<file path="src/rtl/rv32i_pkg.sv">
// Shared RV32I encodings, ALU ops and immediate formats.
// Also holds the immediate generator used by the core.
package rv32i_pkg;

  localparam logic [6:0] OPC_LUI    = 7'b0110111;
  localparam logic [6:0] OPC_AUIPC  = 7'b0010111;
  localparam logic [6:0] OPC_JAL    = 7'b1101111;
  localparam logic [6:0] OPC_JALR   = 7'b1100111;
  localparam logic [6:0] OPC_BRANCH = 7'b1100011;
  localparam logic [6:0] OPC_LOAD   = 7'b0000011;
  localparam logic [6:0] OPC_STORE  = 7'b0100011;
  localparam logic [6:0] OPC_OPIMM  = 7'b0010011;
  localparam logic [6:0] OPC_OP     = 7'b0110011;

  localparam logic [2:0] F3_ADD  = 3'b000;
  localparam logic [2:0] F3_SLL  = 3'b001;
  localparam logic [2:0] F3_SLT  = 3'b010;
  localparam logic [2:0] F3_SLTU = 3'b011;
  localparam logic [2:0] F3_XOR  = 3'b100;
  localparam logic [2:0] F3_SR   = 3'b101;
  localparam logic [2:0] F3_OR   = 3'b110;
  localparam logic [2:0] F3_AND  = 3'b111;

  localparam logic [2:0] F3_BEQ  = 3'b000;
  localparam logic [2:0] F3_BNE  = 3'b001;
  localparam logic [2:0] F3_BLT  = 3'b100;
  localparam logic [2:0] F3_BGE  = 3'b101;
  localparam logic [2:0] F3_BLTU = 3'b110;
  localparam logic [2:0] F3_BGEU = 3'b111;

  localparam logic [2:0] F3_B    = 3'b000;
  localparam logic [2:0] F3_H    = 3'b001;
  localparam logic [2:0] F3_W    = 3'b010;
  localparam logic [2:0] F3_BU   = 3'b100;
  localparam logic [2:0] F3_HU   = 3'b101;

  typedef enum logic [3:0] {
    ALU_ADD,
    ALU_SUB,
    ALU_SLL,
    ALU_SLT,
    ALU_SLTU,
    ALU_XOR,
    ALU_SRL,
    ALU_SRA,
    ALU_OR,
    ALU_AND,
    ALU_PASSB
  } alu_op_t;

  typedef enum logic [2:0] {
    IMM_I,
    IMM_S,
    IMM_B,
    IMM_U,
    IMM_J
  } imm_t;

  function automatic logic [31:0] imm_gen(
    input logic [31:0] i,
    input imm_t        t
  );
    logic [31:0] r;
    case (t)
      IMM_S: r = {{21{i[31]}}, i[30:25], i[11:7]};
      IMM_B: r = {{20{i[31]}}, i[7], i[30:25],
                  i[11:8], 1'b0};
      IMM_U: r = {i[31:12], 12'h000};
      IMM_J: r = {{12{i[31]}}, i[19:12], i[20],
                  i[30:21], 1'b0};
      default: r = {{21{i[31]}}, i[30:20]};
    endcase
    return r;
  endfunction

endpackage

</file>
<file path="src/rtl/rv32i_alu.sv">
// Combinational 32-bit ALU for the single-cycle core.
// Shifts use only the low five bits of operand b.
import rv32i_pkg::*;

module rv32i_alu (
  input  alu_op_t     op,
  input  logic [31:0] a,
  input  logic [31:0] b,
  output logic [31:0] y
);

  logic [4:0] sh;
  assign sh = b[4:0];

  always_comb begin
    y = 32'h0;
    case (op)
      ALU_ADD:   y = a + b;
      ALU_SUB:   y = a - b;
      ALU_SLL:   y = a << sh;
      ALU_SLT:   y = {31'h0, $signed(a) < $signed(b)};
      ALU_SLTU:  y = {31'h0, a < b};
      ALU_XOR:   y = a ^ b;
      ALU_SRL:   y = a >> sh;
      ALU_SRA:   y = $signed(a) >>> sh;
      ALU_OR:    y = a | b;
      ALU_AND:   y = a & b;
      ALU_PASSB: y = b;
      default:   y = 32'h0;
    endcase
  end

endmodule

</file>
<file path="src/rtl/rv32i_core.sv">
// Single-cycle RV32I core: pc, regfile, decode,
// branch compare and load/store lane steering.
import rv32i_pkg::*;

module rv32i_core #(
  parameter logic [31:0] RESET_PC = 32'h0000_0000
) (
  input  logic        clk,
  input  logic        reset,
  input  logic [31:0] inst_rdata,
  output logic [31:0] inst_addr,
  input  logic [31:0] data_rdata,
  output logic [31:0] data_addr,
  output logic [31:0] data_wdata,
  output logic [3:0]  data_we
);

  logic [31:0] pc;
  logic [31:0] regs [32];

  logic [6:0]  opcode;
  logic [4:0]  rd;
  logic [4:0]  rs1;
  logic [4:0]  rs2;
  logic [2:0]  funct3;
  logic        f7b;

  assign opcode = inst_rdata[6:0];
  assign rd     = inst_rdata[11:7];
  assign funct3 = inst_rdata[14:12];
  assign rs1    = inst_rdata[19:15];
  assign rs2    = inst_rdata[24:20];
  assign f7b    = inst_rdata[30];

  logic [31:0] rs1_val;
  logic [31:0] rs2_val;

  assign rs1_val = (rs1 == 5'd0) ? 32'h0 : regs[rs1];
  assign rs2_val = (rs2 == 5'd0) ? 32'h0 : regs[rs2];

  logic is_lui, is_auipc, is_jal, is_jalr;
  logic is_br, is_ld, is_st, is_opi, is_op;

  assign is_lui   = opcode == OPC_LUI;
  assign is_auipc = opcode == OPC_AUIPC;
  assign is_jal   = opcode == OPC_JAL;
  assign is_jalr  = opcode == OPC_JALR;
  assign is_br    = opcode == OPC_BRANCH;
  assign is_ld    = opcode == OPC_LOAD;
  assign is_st    = opcode == OPC_STORE;
  assign is_opi   = opcode == OPC_OPIMM;
  assign is_op    = opcode == OPC_OP;

  alu_op_t alu_op;
  alu_op_t arith_op;
  imm_t    imm_sel;
  logic    a_pc;
  logic    b_imm;
  logic    wb_en;

  always_comb begin
    arith_op = ALU_ADD;
    case (funct3)
      F3_ADD:  arith_op = (is_op && f7b) ? ALU_SUB : ALU_ADD;
      F3_SLL:  arith_op = ALU_SLL;
      F3_SLT:  arith_op = ALU_SLT;
      F3_SLTU: arith_op = ALU_SLTU;
      F3_XOR:  arith_op = ALU_XOR;
      F3_SR:   arith_op = f7b ? ALU_SRA : ALU_SRL;
      F3_OR:   arith_op = ALU_OR;
      F3_AND:  arith_op = ALU_AND;
      default: arith_op = ALU_ADD;
    endcase
  end

  always_comb begin
    alu_op  = ALU_ADD;
    imm_sel = IMM_I;
    a_pc    = 1'b0;
    b_imm   = 1'b1;
    wb_en   = 1'b0;
    unique case (1'b1)
      is_lui: begin
        alu_op  = ALU_PASSB;
        imm_sel = IMM_U;
        wb_en   = 1'b1;
      end
      is_auipc: begin
        imm_sel = IMM_U;
        a_pc    = 1'b1;
        wb_en   = 1'b1;
      end
      is_jal: begin
        imm_sel = IMM_J;
        a_pc    = 1'b1;
        wb_en   = 1'b1;
      end
      is_jalr: wb_en = 1'b1;
      is_br: begin
        imm_sel = IMM_B;
        a_pc    = 1'b1;
      end
      is_ld: begin
        wb_en = (funct3 == F3_B) || (funct3 == F3_H)
             || (funct3 == F3_W) || (funct3 == F3_BU)
             || (funct3 == F3_HU);
      end
      is_st: imm_sel = IMM_S;
      is_opi: begin
        alu_op = arith_op;
        wb_en  = 1'b1;
      end
      is_op: begin
        alu_op = arith_op;
        b_imm  = 1'b0;
        wb_en  = 1'b1;
      end
      default: wb_en = 1'b0;
    endcase
  end

  logic [31:0] imm;
  logic [31:0] alu_a;
  logic [31:0] alu_b;
  logic [31:0] alu_y;

  assign imm   = imm_gen(inst_rdata, imm_sel);
  assign alu_a = a_pc ? pc : rs1_val;
  assign alu_b = b_imm ? imm : rs2_val;

  rv32i_alu u_alu (
    .op (alu_op),
    .a  (alu_a),
    .b  (alu_b),
    .y  (alu_y)
  );

  logic taken;

  always_comb begin
    case (funct3)
      F3_BEQ:  taken = rs1_val == rs2_val;
      F3_BNE:  taken = rs1_val != rs2_val;
      F3_BLT:  taken = $signed(rs1_val) < $signed(rs2_val);
      F3_BGE:  taken = $signed(rs1_val) >= $signed(rs2_val);
      F3_BLTU: taken = rs1_val < rs2_val;
      F3_BGEU: taken = rs1_val >= rs2_val;
      default: taken = 1'b0;
    endcase
  end

  logic [31:0] pc_plus4;
  logic [31:0] next_pc;

  assign pc_plus4 = pc + 32'd4;

  always_comb begin
    next_pc = pc_plus4;
    if (is_jal || (is_br && taken)) next_pc = alu_y;
    else if (is_jalr) next_pc = {alu_y[31:1], 1'b0};
  end

  // Load lanes come from the word containing data_addr.
  logic [7:0]  ld_byte;
  logic [15:0] ld_half;
  logic [31:0] ld_val;

  assign ld_byte = data_rdata[{alu_y[1:0], 3'b000} +: 8];
  assign ld_half = alu_y[1] ? data_rdata[31:16]
                            : data_rdata[15:0];

  always_comb begin
    case (funct3)
      F3_B:    ld_val = {{24{ld_byte[7]}}, ld_byte};
      F3_H:    ld_val = {{16{ld_half[15]}}, ld_half};
      F3_BU:   ld_val = {24'h0, ld_byte};
      F3_HU:   ld_val = {16'h0, ld_half};
      default: ld_val = data_rdata;
    endcase
  end

  logic [3:0] st_we;

  always_comb begin
    st_we      = 4'b0000;
    data_wdata = rs2_val;
    case (funct3)
      F3_B: begin
        st_we      = 4'b0001 << alu_y[1:0];
        data_wdata = {4{rs2_val[7:0]}};
      end
      F3_H: begin
        st_we      = alu_y[1] ? 4'b1100 : 4'b0011;
        data_wdata = {2{rs2_val[15:0]}};
      end
      F3_W:    st_we = 4'b1111;
      default: st_we = 4'b0000;
    endcase
  end

  assign inst_addr = pc;
  assign data_addr = alu_y;
  assign data_we   = (is_st && !reset) ? st_we : 4'b0000;

  logic [31:0] wb_val;

  assign wb_val = is_ld               ? ld_val   :
                  (is_jal || is_jalr) ? pc_plus4 : alu_y;

  always_ff @(posedge clk) begin
    if (reset) begin
      pc <= RESET_PC;
      for (int i = 0; i < 32; i++) regs[i] <= 32'h0;
    end else begin
      pc <= next_pc;
      if (wb_en && rd != 5'd0) regs[rd] <= wb_val;
    end
  end

endmodule

</file>
<file path="config.mk">
export PLATFORM = sky130hd
export DESIGN_NAME = rv32i_core
export DESIGN_NICKNAME = d
export VERILOG_FILES = /design/src/rtl/rv32i_pkg.sv /design/src/rtl/rv32i_alu.sv /design/src/rtl/rv32i_core.sv
export SDC_FILE = /design/constraint.sdc
export NUM_CORES = 2
export LEC_CHECK = 0
export CAP_MARGIN = 20
export CORE_MARGIN = 2
export CORE_UTILIZATION = 35
export CTS_CLUSTER_DIAMETER = 150
export CTS_CLUSTER_SIZE = 12
export DETAILED_ROUTE_END_ITERATION = 16
export MAX_ROUTING_LAYER = met4
export PLACE_DENSITY = 0.58
export SYNTH_ARGS = -nofsm -noshare
export SYNTH_HDL_FRONTEND = slang
export SYNTH_SLANG_ARGS = --single-unit
</file>
<file path="constraint.sdc">
create_clock -name clk -period 18.85 [get_ports clk]
set_input_delay 1.885 -clock clk [delete_from_list [all_inputs] [get_ports clk]]
set_output_delay 1.885 -clock clk [all_outputs]
set_load 0.02 [all_outputs]
</file>
Word level (Yosys, flattened, before mapping)
Memory sizes are Yosys's and may differ from the RTL's.
Index checks and enable logic that the tools add are counted.

storage, ports and cells
  flip-flop bits (word level) = 32
  bits in latches = 0
  bits in writable memories = 1024
  bits in read-only memories = 0
  bits of input ports = 66
  output and inout port bits = 100
  logic and storage cells = 104
  memories = 1

operators by class
  $add $sub $neg = 3
  multipliers = 0
  div/mod/pow operators = 0
  magnitude comparators = 6
  eq/ne operators = 32
  shift-type cells = 5
  multiplexer cells = 32
  bitwise operators = 3
  reduce and logical (&&, ||, !) cells = 21

memories
  name  words  bits a word  rd ports  clocked after memory_dff  write ports  RTL line          RTL
  regs  32     32           2         0                         32           rv32i_core.sv:19  logic [31:0] regs [32];

operator list
  kind                     number
  $pmux W32 S11            1
  $mux W32                 9
  $lt A32 B32 Y1           4
  $pmux W32 S4             1
  $pmux W31 S4             1
  $ge A32 B32 Y1           2
  $pmux W32 S2             1
  $add A32 B3 Y32 const B  1
  $add A32 B32 Y32         1
  $and A32 B32 Y32         1
  $eq A32 B32 Y1           1
  $ne A32 B32 Y1           1
  $or A32 B32 Y32          1
  $pmux W4 S8              1
  $reduce_or A32 Y1        1
  $shiftx A32 B6 Y8        1
  $shl A32 B5 Y32          1
  $shr A32 B5 Y32          1
  $sshr A32 B5 Y32         1
  $sub A32 B32 Y32         1
  $xor A32 B32 Y32         1
  $eq A7 B6 Y1 const B     3
  $eq A7 B7 Y1 const B     3
  $eq A4 B3 Y1 const B     4
  other kinds (28)         59

Logic depth before layout (Yosys ltp)
  word-level depth = 12
  mapped depth = 37
  mapped depth without buffers = 24

Modules after synthesis
Synthesis repeated with hierarchy kept, for this count alone.

unflattened totals
  cells, all modules = 5504
  area, all modules = 66072.1 um^2

by module, submodules not included
  module      instances  cells each  area each (um^2)  seq. area each (um^2)
  rv32i_core  1          4167        57315.0           31390.1
  rv32i_alu   1          1337        8757.1            0.0

Worst setup path before layout
OpenSTA, ideal clock, no wires.

  kind = in2out
  start point = in inst_rdata[20]
  end point = out data_we[0]
  arrival = 8.651 ns
  setup slack = 8.314 ns
  cell stages on the path = 32
  path buffers = 11
  cells stage by stage = buf_4 buf_4 buf_2 buf_4 buf_2 buf_4 buf_4 buf_2 buf_2 buf_2 buf_2 mux2i_1 o22ai_1 nor3_1 nor3_1 inv_1 o21ai_0 inv_1 ha_1 inv_1 a21oi_1 o21bai_1 a211o_1 a21oi_1 nor3_1 a21oi_1 o41ai_1 nor2_1 nand2_1 nand2b_1 a21oi_1 nor2_1

on the way
  word-level cells in the longest chain between the ends = 8

ends and longest elaborated chain
  item                                                        RTL line           RTL
  start: declaration                                          rv32i_core.sv:10   input logic [31:0] inst_rdata,
  $mem_v2 Z32 W32 / $logic_not A5 Y1 (equally long branches)  -
  $mux W32                                                    rv32i_core.sv:39   assign rs2_val = (rs2 == 5'd0) ? 32'h0 : regs[rs2];
  $mux W32 (*)                                                rv32i_core.sv:129  assign alu_b = b_imm ? imm : rs2_val;
  $sub A32 B32 Y32, or another cell as far along              rv32i_alu.sv:19    ALU_SUB: y = a - b;
  $pmux W32 S11 (*)                                           rv32i_alu.sv:17    case (op)
  via data_addr[0]                                            rv32i_core.sv:13   output logic [31:0] data_addr,
  $shl A1 B2 Y4 (*)                                           rv32i_core.sv:189  st_we = 4'b0001 << alu_y[1:0];
  $pmux W4 S3 (*)                                             rv32i_core.sv:187  case (funct3)
  $mux W4 (*)                                                 rv32i_core.sv:203  assign data_we = (is_st && !reset) ? st_we : 4'b0000;
  end: declaration                                            rv32i_core.sv:15   output logic [3:0] data_we

The timed path passes the listed nets; every way through them passes the cells marked *.

Worst setup path after layout
  start point = in inst_rdata[20]
  end point = out data_we[2]

on the way
  word-level cells in the longest chain between the ends = 8

ends and longest elaborated chain
  item                                                        RTL line
  $mem_v2 Z32 W32 / $logic_not A5 Y1 (equally long branches)  -
  $mux W32                                                    rv32i_core.sv:39
  $mux W32 (*)                                                rv32i_core.sv:129
  $sub A32 B32 Y32, or another cell as far along              rv32i_alu.sv:19
  $pmux W32 S11 (*)                                           rv32i_alu.sv:17
  $mux W4 / $shl A1 B2 Y4 (equally long branches)             rv32i_core.sv:193, rv32i_core.sv:189
  $pmux W4 S3 (*)                                             rv32i_core.sv:187
  $mux W4 (*)                                                 rv32i_core.sv:203

Every way passes the cells marked *; elsewhere a longest branch is shown, timed or not.

==> results by stage <==
Clock network:
- The TritonCTS clock tree is done.
- The total clock buffers created by CTS is 99.
- The clock slew seen by the registers of the worst setup and hold paths is 0.08 ns.
- The number of post-CTS setup repair buffers is 0.
- The count of hold buffers inserted by post-cts repair is 0.
- At the later pin of the worst-skew pair, clock insertion delay measures 0.78 ns.
- The number of gates given a new drive strength after cts is 0.
- The buffer type at the clock tree root is sky130_fd_sc_hd__clkbuf_16.
- The H-tree level count is 3.
- The total number of clock tree sinks is 1056.
- The deepest clock path buffer count is 3.

Synthesis:
- Of the total synthesized cell area, the portion taken by full adders, half adders and majority gates is 0.02454.
- The parity-gate share of the synthesized area counting xor and xnor cells is 0.005546.
- Of the post-synthesis cell area, the dominant cell type holds 0.4528.
- For this run, the leading register cell type out of synthesis is sky130_fd_sc_hd__edfxtp_1.
- The gate count of the mapped netlist is 6190.
- The netlist uses 90 different library cells.
- By area the synthesized netlist is led by sky130_fd_sc_hd__edfxtp_1 45%, sky130_fd_sc_hd__mux2i_1 10%, sky130_fd_sc_hd__mux4_2 10%, sky130_fd_sc_hd__nor2_1 6.2%, sky130_fd_sc_hd__a22oi_1 2.5%.
- For this run, the number of Yosys warnings is 0.
- The fraction of the mapped netlist area in simple logic gates is 0.1232.
- The average size of a mapped cell is 10.97 um2.
- Counting flops with an async set or reset pin after synthesis yields a share of 0.
- The proportion of synthesized chip area in sequential cells is 0.4623.
- The dominant combinational cell family by area after synthesis is multiplexers.
- The post-synthesis instance area is 0.06791 mm2.
- In this run, synthesis produced a sequential element count of 1056.
- The share of synthesized area spent on multiplexers is 0.2162.
- The number of enable flip-flop cells after synthesis is 1024.
- Summed over all instances, the cell type with the most area after synthesis is sky130_fd_sc_hd__edfxtp_1.
- The compound-gate portion of the synthesized area is 0.1227.

Timing:
- The highest attainable clock frequency is 0.07592 GHz.
- Summed over all failing endpoints, the final setup total negative slack is 0 ns.
- Setup repair after global routing left no endpoint under its margin.
- Hold is met by 0.6239 ns.
- For the final database, setup skew stands at 0.05137 ns.
- The setup-violating endpoint count in the final report is 0.
- The part of the cycle the worst path needs is 0.6988.
- In this run the tightest slew margin relative to its limit is 0.1450.
- The final hold violation count came to 0.
- The worst-case setup margin in the final layout is 5.678 ns.
- The final count of pins violating max slew is 0.
- The actual slew at the worst max-slew pin is 1.269 ns.
- The clock period minus final worst setup slack is 13.17 ns.

Global routing:
- The first global-routing pass estimated 450.6 mm of wire.
- After global routing the overflow that remains totals 0.
- The global router's overall resource usage is 0.3347.
- The initial antenna violation count is 15.
- Entering global routing, the biggest net connects 137 pins.
- The number of global-route vias before repair is 55026.

Routing:
- After detailed routing, the number of remaining DRC violations is 0.
- The detailed-route wire length is 330.2 mm.
- In this run the remaining antenna-violating nets after routing total 0.
- The first-pass detailed-route iteration total is 8.
- The detailed router finished its first iteration with 9122 violations.
- After detailed routing, the average wire length per cell comes to 37.99 um.
- The number of vias per cell after detailed routing is 6.632.
- Detailed routing inserted a total of 57630 vias.

Layout:
- The final cell count without fillers is 8690.
- The most common library cell in the layout ignoring fill and taps is sky130_fd_sc_hd__nor2_1.
- The total of fill cells in the finished design is 18555.
- The final net count is 6331.
- Leaving out fill and tap cells, the most frequent cells in the layout are 1111 x sky130_fd_sc_hd__nor2_1, 1024 x sky130_fd_sc_hd__edfxtp_1, 695 x sky130_fd_sc_hd__mux2i_1.
- The finished cells cover 0.07560 mm2.
- The share of layout cells above drive strength 1 is 0.1509.
- The synthesis-to-layout area growth is 11.33%.

Floorplan:
- The floorplan die height is 444.5 um.
- In this run the core area contains 161 standard-cell rows.
- The horizontal die dimension is 444.5 um.
- The initial utilization of the core area, before any placement, comes to 0.3526.
- The floorplan step defined a die boundary enclosing 0.1976 mm2.
- In this run the standard cell core region covers 0.1926 mm2.
- The count of boundary I/O pins is 166.

Power and ir drop:
- Summed over all cells, the static leakage comes to 28.12 nW.
- The portion of total power attributed to the clock network is 0.284.
- The share of total power dissipated in combinational logic is 0.311.
- The switching power is 2.424 mW.
- Across the VDD grid, the largest voltage drop is 0.07242 mV.
- The internal power of the cells totals 4.222 mW.
- Of the total power, registers draw 0.406.
- The total power density per cell area is 87.91 mW/mm2.
- The proportion of total power due to net switching is 0.3648.

Placement:
- The cell area reported after detailed placement is 0.07283 mm2.
- The count of port buffers added during placement is 165.
- At the end of routability-driven placement, the weighted congestion stood at 1.076.
- The placement-stage worst setup slack is 5.839 ns.
- The number of cells after detailed placement is 8555.
- The HPWL after detailed placement is 224.2 mm.

Worst setup path:
- The worst setup path is launched from an input port.
- The data required time at the worst endpoint is 16.96 ns.
- Data arrives at the worst endpoint at 11.29 ns.
- STA classifies the critical path endpoint as an output pin.
- The worst-path maximum fanout is 86.
- The type of the worst setup path is input port to output pin.
- The worst reg2reg path depth is 22.

Status:
- The flow ran to the end, and the final reports show no timing, DRC or antenna violations.

Min path:
- The worst hold path class is flip-flop to flip-flop.
- The number of cells traversed by the worst hold path is 2.

Job:
- The total of max-cap violations is 0.
==> final cells by class <==
| type | count | area (um2) | share of cell area |
|---|---|---|---|
| antenna | 15 | 37.54 | 0.0004965 |
| inverter | 124 | 465.4 | 0.006157 |
| multi-input combinational | 4432 | 34180 | 0.4522 |
| tap | 2526 | 3161 | 0.04181 |
| timing repair buffer | 420 | 3654 | 0.04833 |
| sequential | 1056 | 31390 | 0.4152 |
| clock inverter | 8 | 130.1 | 0.001721 |
| clock buffer | 109 | 2579 | 0.03411 |
==> power groups by stage <==
stage | combinational (mW) | clock, mW | sequential, mW
2_1_floorplan | 1.13 | 0 | 2.73
3_3_place_gp | 2.00 | 0 | 2.74
3_5_place_dp | 2.00 | 0 | 2.74
4_1_cts | 2.00 | 1.89 | 2.69
5_1_grt | 2.11 | 1.97 | 2.70
6_report | 2.06 | 1.89 | 2.70
==> synth_stat cells (67+ instances only) <==
cell                       instances
sky130_fd_sc_hd__edfxtp_1       1024
sky130_fd_sc_hd__mux2i_1         695
sky130_fd_sc_hd__a21oi_1         304
sky130_fd_sc_hd__ha_1            130
sky130_fd_sc_hd__nor2_1         1120
sky130_fd_sc_hd__mux4_2          308
sky130_fd_sc_hd__nor4_1           72
sky130_fd_sc_hd__a22oi_1         229
sky130_fd_sc_hd__inv_1           115
sky130_fd_sc_hd__nor3_1          121
sky130_fd_sc_hd__buf_2           195
sky130_fd_sc_hd__o21ai_0         160
sky130_fd_sc_hd__nand2_1         297
sky130_fd_sc_hd__clkbuf_1        342
sky130_fd_sc_hd__mux2_2           67
==> sequential cells by signal, summed over array words and instances (netlist names) <==
signal and count:
inst_addr 32, regs 1024
==> logic make-up after synthesis <==
kind of cell,after synthesis
AO/OA/AOI/OAI,1222
other,1
adder cells (fa/ha/maj),132
flip-flops,1056
buffers and inverters,733
multiplexers,1073
XOR/XNOR,43
AND/OR/NAND/NOR,1930
==> stage by stage <==
step / utilization / power (mW)
floorplan: - / 3.855
global placement: 0.3781 / 4.738
detailed placement: 0.3782 / 4.740
CTS: 0.3923 / 6.588
global route: 0.3925 / 6.788
finish: 0.3926 / 6.646
==> worst paths after layout <==
kind,start,slack (ns),to
worst max register to register,regs[3][6],10.13,regs[6][11]
worst min register to register,inst_addr[1],0.62,inst_addr[1]
worst min-delay path,inst_addr[1],0.62,inst_addr[1]
worst max-delay path,inst_rdata[20],5.68,data_we[2]
==> per-layer routing <==
| layer | track usage | part of all wire | wire, um | vias to the layer above |
|---|---|---|---|---|
| met1 | 0.4017 | 0.36 | 119300 | 29183 |
| met3 | 0.07098 | 0.11 | 35460 | 1016 |
| met4 | 0.2149 | 0.078 | 25670 | 0 |
| li1 | - | - | - | 23177 |
| met2 | 0.5118 | 0.45 | 149700 | 4254 |
| met5 | - | 0 | 0 | - |
==> critical path, cell delays in order <==
cell and delay (ns):
sky130_fd_sc_hd__buf_8 0.46, sky130_fd_sc_hd__buf_12 0.53, sky130_fd_sc_hd__buf_12 0.45, sky130_fd_sc_hd__mux4_2 0.60
sky130_fd_sc_hd__mux4_2 0.60, sky130_fd_sc_hd__o211ai_1 0.63, sky130_fd_sc_hd__mux2i_1 0.56, sky130_fd_sc_hd__ha_1 0.69
sky130_fd_sc_hd__nor4_1 0.13, sky130_fd_sc_hd__a21oi_1 0.16, sky130_fd_sc_hd__o21a_1 0.24, sky130_fd_sc_hd__a21oi_1 0.19
sky130_fd_sc_hd__nor3_1 0.59, sky130_fd_sc_hd__a21oi_1 0.28, sky130_fd_sc_hd__o41ai_2 1.11, sky130_fd_sc_hd__nor2_1 0.21
sky130_fd_sc_hd__nand2_1 0.40, sky130_fd_sc_hd__nand2b_1 0.20, sky130_fd_sc_hd__a21oi_1 0.22, sky130_fd_sc_hd__nor2_1 0.06
sky130_fd_sc_hd__clkdlybuf4s50_1 0.57
Note: power is estimated with default switching activity, not from simulation.
